$ cat src/rtl/ttl_piso_shift_tx.sv
// Parallel-in/serial-out link transmitter with clock inhibit and inter-word gap.
// Ports: clk, clr_n, load_valid/load_data/load_ready, shift_ce, hold, ser_out, bit_strobe, done, busy, bits_left.
module ttl_piso_shift_tx #(
  parameter int WIDTH      = 8,
  parameter bit MSB_FIRST  = 1'b1,
  parameter int GAP_CYCLES = 0
) (
  input  logic             clk,
  input  logic             clr_n,
  input  logic             load_valid,
  input  logic [WIDTH-1:0] load_data,
  output logic             load_ready,
  input  logic             shift_ce,
  input  logic             hold,
  output logic             ser_out,
  output logic             bit_strobe,
  output logic             done,
  output logic             busy,
  output logic [4:0]       bits_left
);

  typedef enum logic [1:0] {
    IDLE,
    SHIFT,
    GAP
  } state_t;

  localparam logic [4:0] W5 = 5'(WIDTH);
  localparam logic [7:0] G8 = 8'(GAP_CYCLES);

  state_t           state;
  logic [WIDTH-1:0] sr;
  logic [7:0]       gap_cnt;

  assign load_ready = (state == IDLE) && !hold;

  always_ff @(posedge clk or negedge clr_n) begin
    if (!clr_n) begin
      state      <= IDLE;
      sr         <= '0;
      gap_cnt    <= '0;
      ser_out    <= 1'b0;
      bit_strobe <= 1'b0;
      done       <= 1'b0;
      busy       <= 1'b0;
      bits_left  <= '0;
    end else begin
      // strobe and done are single-cycle unless re-asserted below
      bit_strobe <= 1'b0;
      done       <= 1'b0;
      unique case (state)
        IDLE: begin
          if (load_valid && !hold) begin
            sr        <= load_data;
            bits_left <= W5;
            busy      <= 1'b1;
            state     <= SHIFT;
          end
        end
        SHIFT: begin
          if (shift_ce && !hold) begin
            bit_strobe <= 1'b1;
            bits_left  <= bits_left - 5'd1;
            if (MSB_FIRST) begin
              ser_out <= sr[WIDTH-1];
              sr      <= sr << 1;
            end else begin
              ser_out <= sr[0];
              sr      <= sr >> 1;
            end
            if (bits_left == 5'd1) begin
              done <= 1'b1;
              if (GAP_CYCLES > 0) begin
                gap_cnt <= G8;
                state   <= GAP;
              end else begin
                busy  <= 1'b0;
                state <= IDLE;
              end
            end
          end
        end
        GAP: begin
          if (!hold) begin
            gap_cnt <= gap_cnt - 8'd1;
            if (gap_cnt == 8'd1) begin
              busy  <= 1'b0;
              state <= IDLE;
            end
          end
        end
        default: begin
          busy  <= 1'b0;
          state <= IDLE;
        end
      endcase
    end
  end

endmodule
$ cat config.mk
export PLATFORM = sky130hd
export DESIGN_NAME = ttl_piso_shift_tx
export DESIGN_NICKNAME = d
export VERILOG_FILES = /design/src/rtl/ttl_piso_shift_tx.sv
export SDC_FILE = /design/constraint.sdc
export NUM_CORES = 1
export LEC_CHECK = 0
export ABC_AREA = 1
export CAP_MARGIN = 40
export CORE_MARGIN = 2
export CORE_UTILIZATION = 49
export DETAILED_ROUTE_END_ITERATION = 8
export PLACE_DENSITY_LB_ADDON = 0.15
export SKIP_LAST_GASP = 1
export SLEW_MARGIN = 20
export SYNTH_ARGS = -nofsm -noshare
export SYNTH_HDL_FRONTEND = slang
export SYNTH_SLANG_ARGS = --single-unit
$ cat constraint.sdc
create_clock -name clk -period 2.6 [get_ports clk]
set_input_delay 0.39 -clock clk [delete_from_list [all_inputs] [get_ports clk]]
set_output_delay 0.39 -clock clk [all_outputs]
set_load 0.1 [all_outputs]
==> flow_summary.json <==
{
  "hold_viol": 0,
  "status": "finished, final reports clean",
  "drt_pass1_iterations": 7,
  "htreeDepth": 1,
  "rr_endpoint": "sr[4]$_DFFE_PN0P_",
  "drt-vias-per-instance": 4.962,
  "yosysUniqueCellTypes": 18,
  "postCtsResizedCells": 0,
  "syn_nets": 108,
  "leakage_nw": 0.4936,
  "multi_input_area_sq_um": 315.3,
  "path_max_fanout": 7,
  "grt_usage_pct": 17.56,
  "ys_warn_count": 0,
  "cts_buffer_depth": 2,
  "seq_area_sq_um": 425.4,
  "ys_seq_elements": 17,
  "tightest_slew_ns": 0.7390,
  "top_level_ports": 23,
  "grt_first_pass_wirelength_mm": 2.484,
  "start_util_pct": 52.46,
  "synth-seq-area-share_pct": 53.21,
  "syn_inst": 93,
  "holdBufCountCts": 0,
  "critPathRequiredTime_ns": 2.21,
  "finalWirelength_mm": 1.424,
  "fin_crit_ns": 1.590,
  "fp-row-count": 14,
  "routedWlPerCell_microns": 10.71,
  "power-per-cell-area_mw_per_mm2": 1315,
  "ant_nets": 0,
  "cts_setup_buffers": 0,
  "die_area_sq_mm": 0.001971,
  "hp-class": "primary input to asynchronous set/reset pin",
  "clock_latency_ns": 0.29,
  "setup_viol": 0,
  "max_cap_viol_count": 0,
  "grt_setup_unrepaired": "no",
  "ff2ff_path_depth": 4,
  "drtIter0Drc": 10,
  "core-area_sq_mm": 0.001524,
  "ctsRootBufferMaster": "clkbuf_4",
  "worst_ir_drop_vdd_v": 0.0006788,
  "drive_gt1_share_pct": 16.24,
  "grt_max_degree": 20,
  "antenna_found_initial": 0,
  "startpoint": "busy$_DFFE_PN0P_",
  "die_h_microns": 44.40,
  "gp_congestion": 0.8020,
  "fin_util_pct": 67.49,
  "max_freq_mhz": 629.0,
  "syn-cell-area_sq_um": 799.5,
  "drc": 0,
  "cts_tree": "built",
  "cts_buffers": 3,
  "chipWidth_microns": 44.40,
  "num_antenna_cells": 0,
  "critPathCaptureType": "output pin",
  "io_buffers": 22,
  "syn_avg_cell_area_sq_um": 8.597,
  "worst_r2r_startpoint": "busy$_DFFE_PN0P_",
  "nets": 133,
  "grt_overflow_total": 0,
  "clk_pin_slew_ns": 0.10,
  "dp_hpwl_mm": 1.037,
  "first_global_vias": 616,
  "worstSetupPathType": "flip-flop to output pin",
  "fillers": 132,
  "skew_ns": 0.007380,
  "slew_headroom_pct": 50.58,
  "slew_violations": 0,
  "tns_ns": 0,
  "arrival_ns": 1.20,
  "fin_crit_sh_pct": 61.15,
  "cts.sinks": 17,
  "power_mw": 1.353,
  "worstSetupStartpointType": "flip-flop",
  "via_count": 660,
  "area_growth_pct": 28.64,
  "r2r_setup_slack_ns": 1.29
}
## how the worst max path moves through the flow
stage	end	cells after the start
3_3_place_gp	load_ready	3
5_1_grt	load_ready	2
6_report	load_ready	2
2_1_floorplan	load_ready	1
4_1_cts	load_ready	2
3_5_place_dp	sr[4]$_DFFE_PN0P_	5
## cells by family (layout without fill, tap and decap cells)
family,after synthesis,after routing,share of synthesized area [%]
flops,17,17,53.21
fa+ha+maj,2,2,3.129
simple gates,41,41,23.16
compound gates,18,18,11.74
buf+inv,14,38,7.667
xor+xnor,1,1,1.096
## final cells by class
class                           count  area share (%)
Clock buffer                        3           2.190
Clock inverter                      1          0.4866
Inverter                           12           4.380
Multi-Input combinational cell     62           30.66
Sequential cell                    17           41.36
Tap cell                           16           1.946
Timing Repair Buffer               22           18.98
## cell usage after synthesis
cell	count	area share [%]
buf_2	1	0.63
buf_6	1	1.4
inv_1	11	5.2
nand3_1	4	2.5
dfrtp_1	17	53
o21ai_0	14	8.8
nor3_1	2	1.3
a21oi_1	2	1.3
xor2_1	1	1.1
nand3_2	2	2.5
inv_2	1	0.47
ha_1	2	3.1
nor2_1	7	3.3
nand3b_1	1	0.94
o21a_1	1	0.94
o22ai_1	1	0.78
nand2_4	1	1.4
nand2_1	24	11
## per-stage QoR
step | worst slack [ns] | instances | hold slack, ns | area, sq um
after global placement | 1.016 | 129 | 0.4876 | 1001
final | 1.010 | 133 | 0.5156 | 1028
after global routing | 0.9358 | 133 | 0.5264 | 1028
after CTS | 0.9970 | 133 | 0.5197 | 1028
after floorplan | 0.4403 | 93 | 0.09441 | 802.0
after detailed placement | 0.9670 | 129 | 0.5018 | 1001
## registers in the layout, summed over array words and instances (netlist names)
| signal | flops |
|---|---|
| sr | 8 |
| bits_left | 5 |
| bit_strobe | 1 |
| busy | 1 |
| done | 1 |
| ser_out | 1 |
## report_power, final
part / switching, mW / internal, mW
sequential: 0.0712 / 0.367
clock: 0.0836 / 0.0572
combinational: 0.587 / 0.186
total: 0.742 / 0.611
## per-layer routing
metal	global-route usage, %	part of all wire (%)	vias to the layer above	wire (microns)
li1	-	-	346	-
met1	21.75	46	294	660
met2	29.71	48	16	686
met3	2.449	4.2	4	60
met4	9.091	1.2	0	17
met5	0	0	-	0
## placed cells by master, fill, tap and decap left out
cell type / Yosys / final
inv_2: 1 / 1
nor2_2: 0 / 1
nor3_1: 2 / 2
o21ai_0: 14 / 14
o21a_1: 1 / 1
ha_1: 2 / 2
nor2_1: 7 / 6
nand3_1: 4 / 4
nand3b_1: 1 / 1
clkdlybuf4s50_1: 0 / 12
inv_1: 11 / 11
nand3_2: 2 / 2
dfrtp_1: 17 / 17
xor2_1: 1 / 1
o22ai_1: 1 / 1
nand2_4: 1 / 1
nand2_1: 24 / 24
buf_4: 0 / 10
clkinv_2: 0 / 1
a21oi_1: 2 / 2
clkbuf_4: 0 / 3
## worst max-delay path, cell delays in order (launching register included)
cell	delay (ns)
dfrtp_1	0.49
nor2_2	0.14
buf_4	0.29
Power figures use the tool's default switching activity.
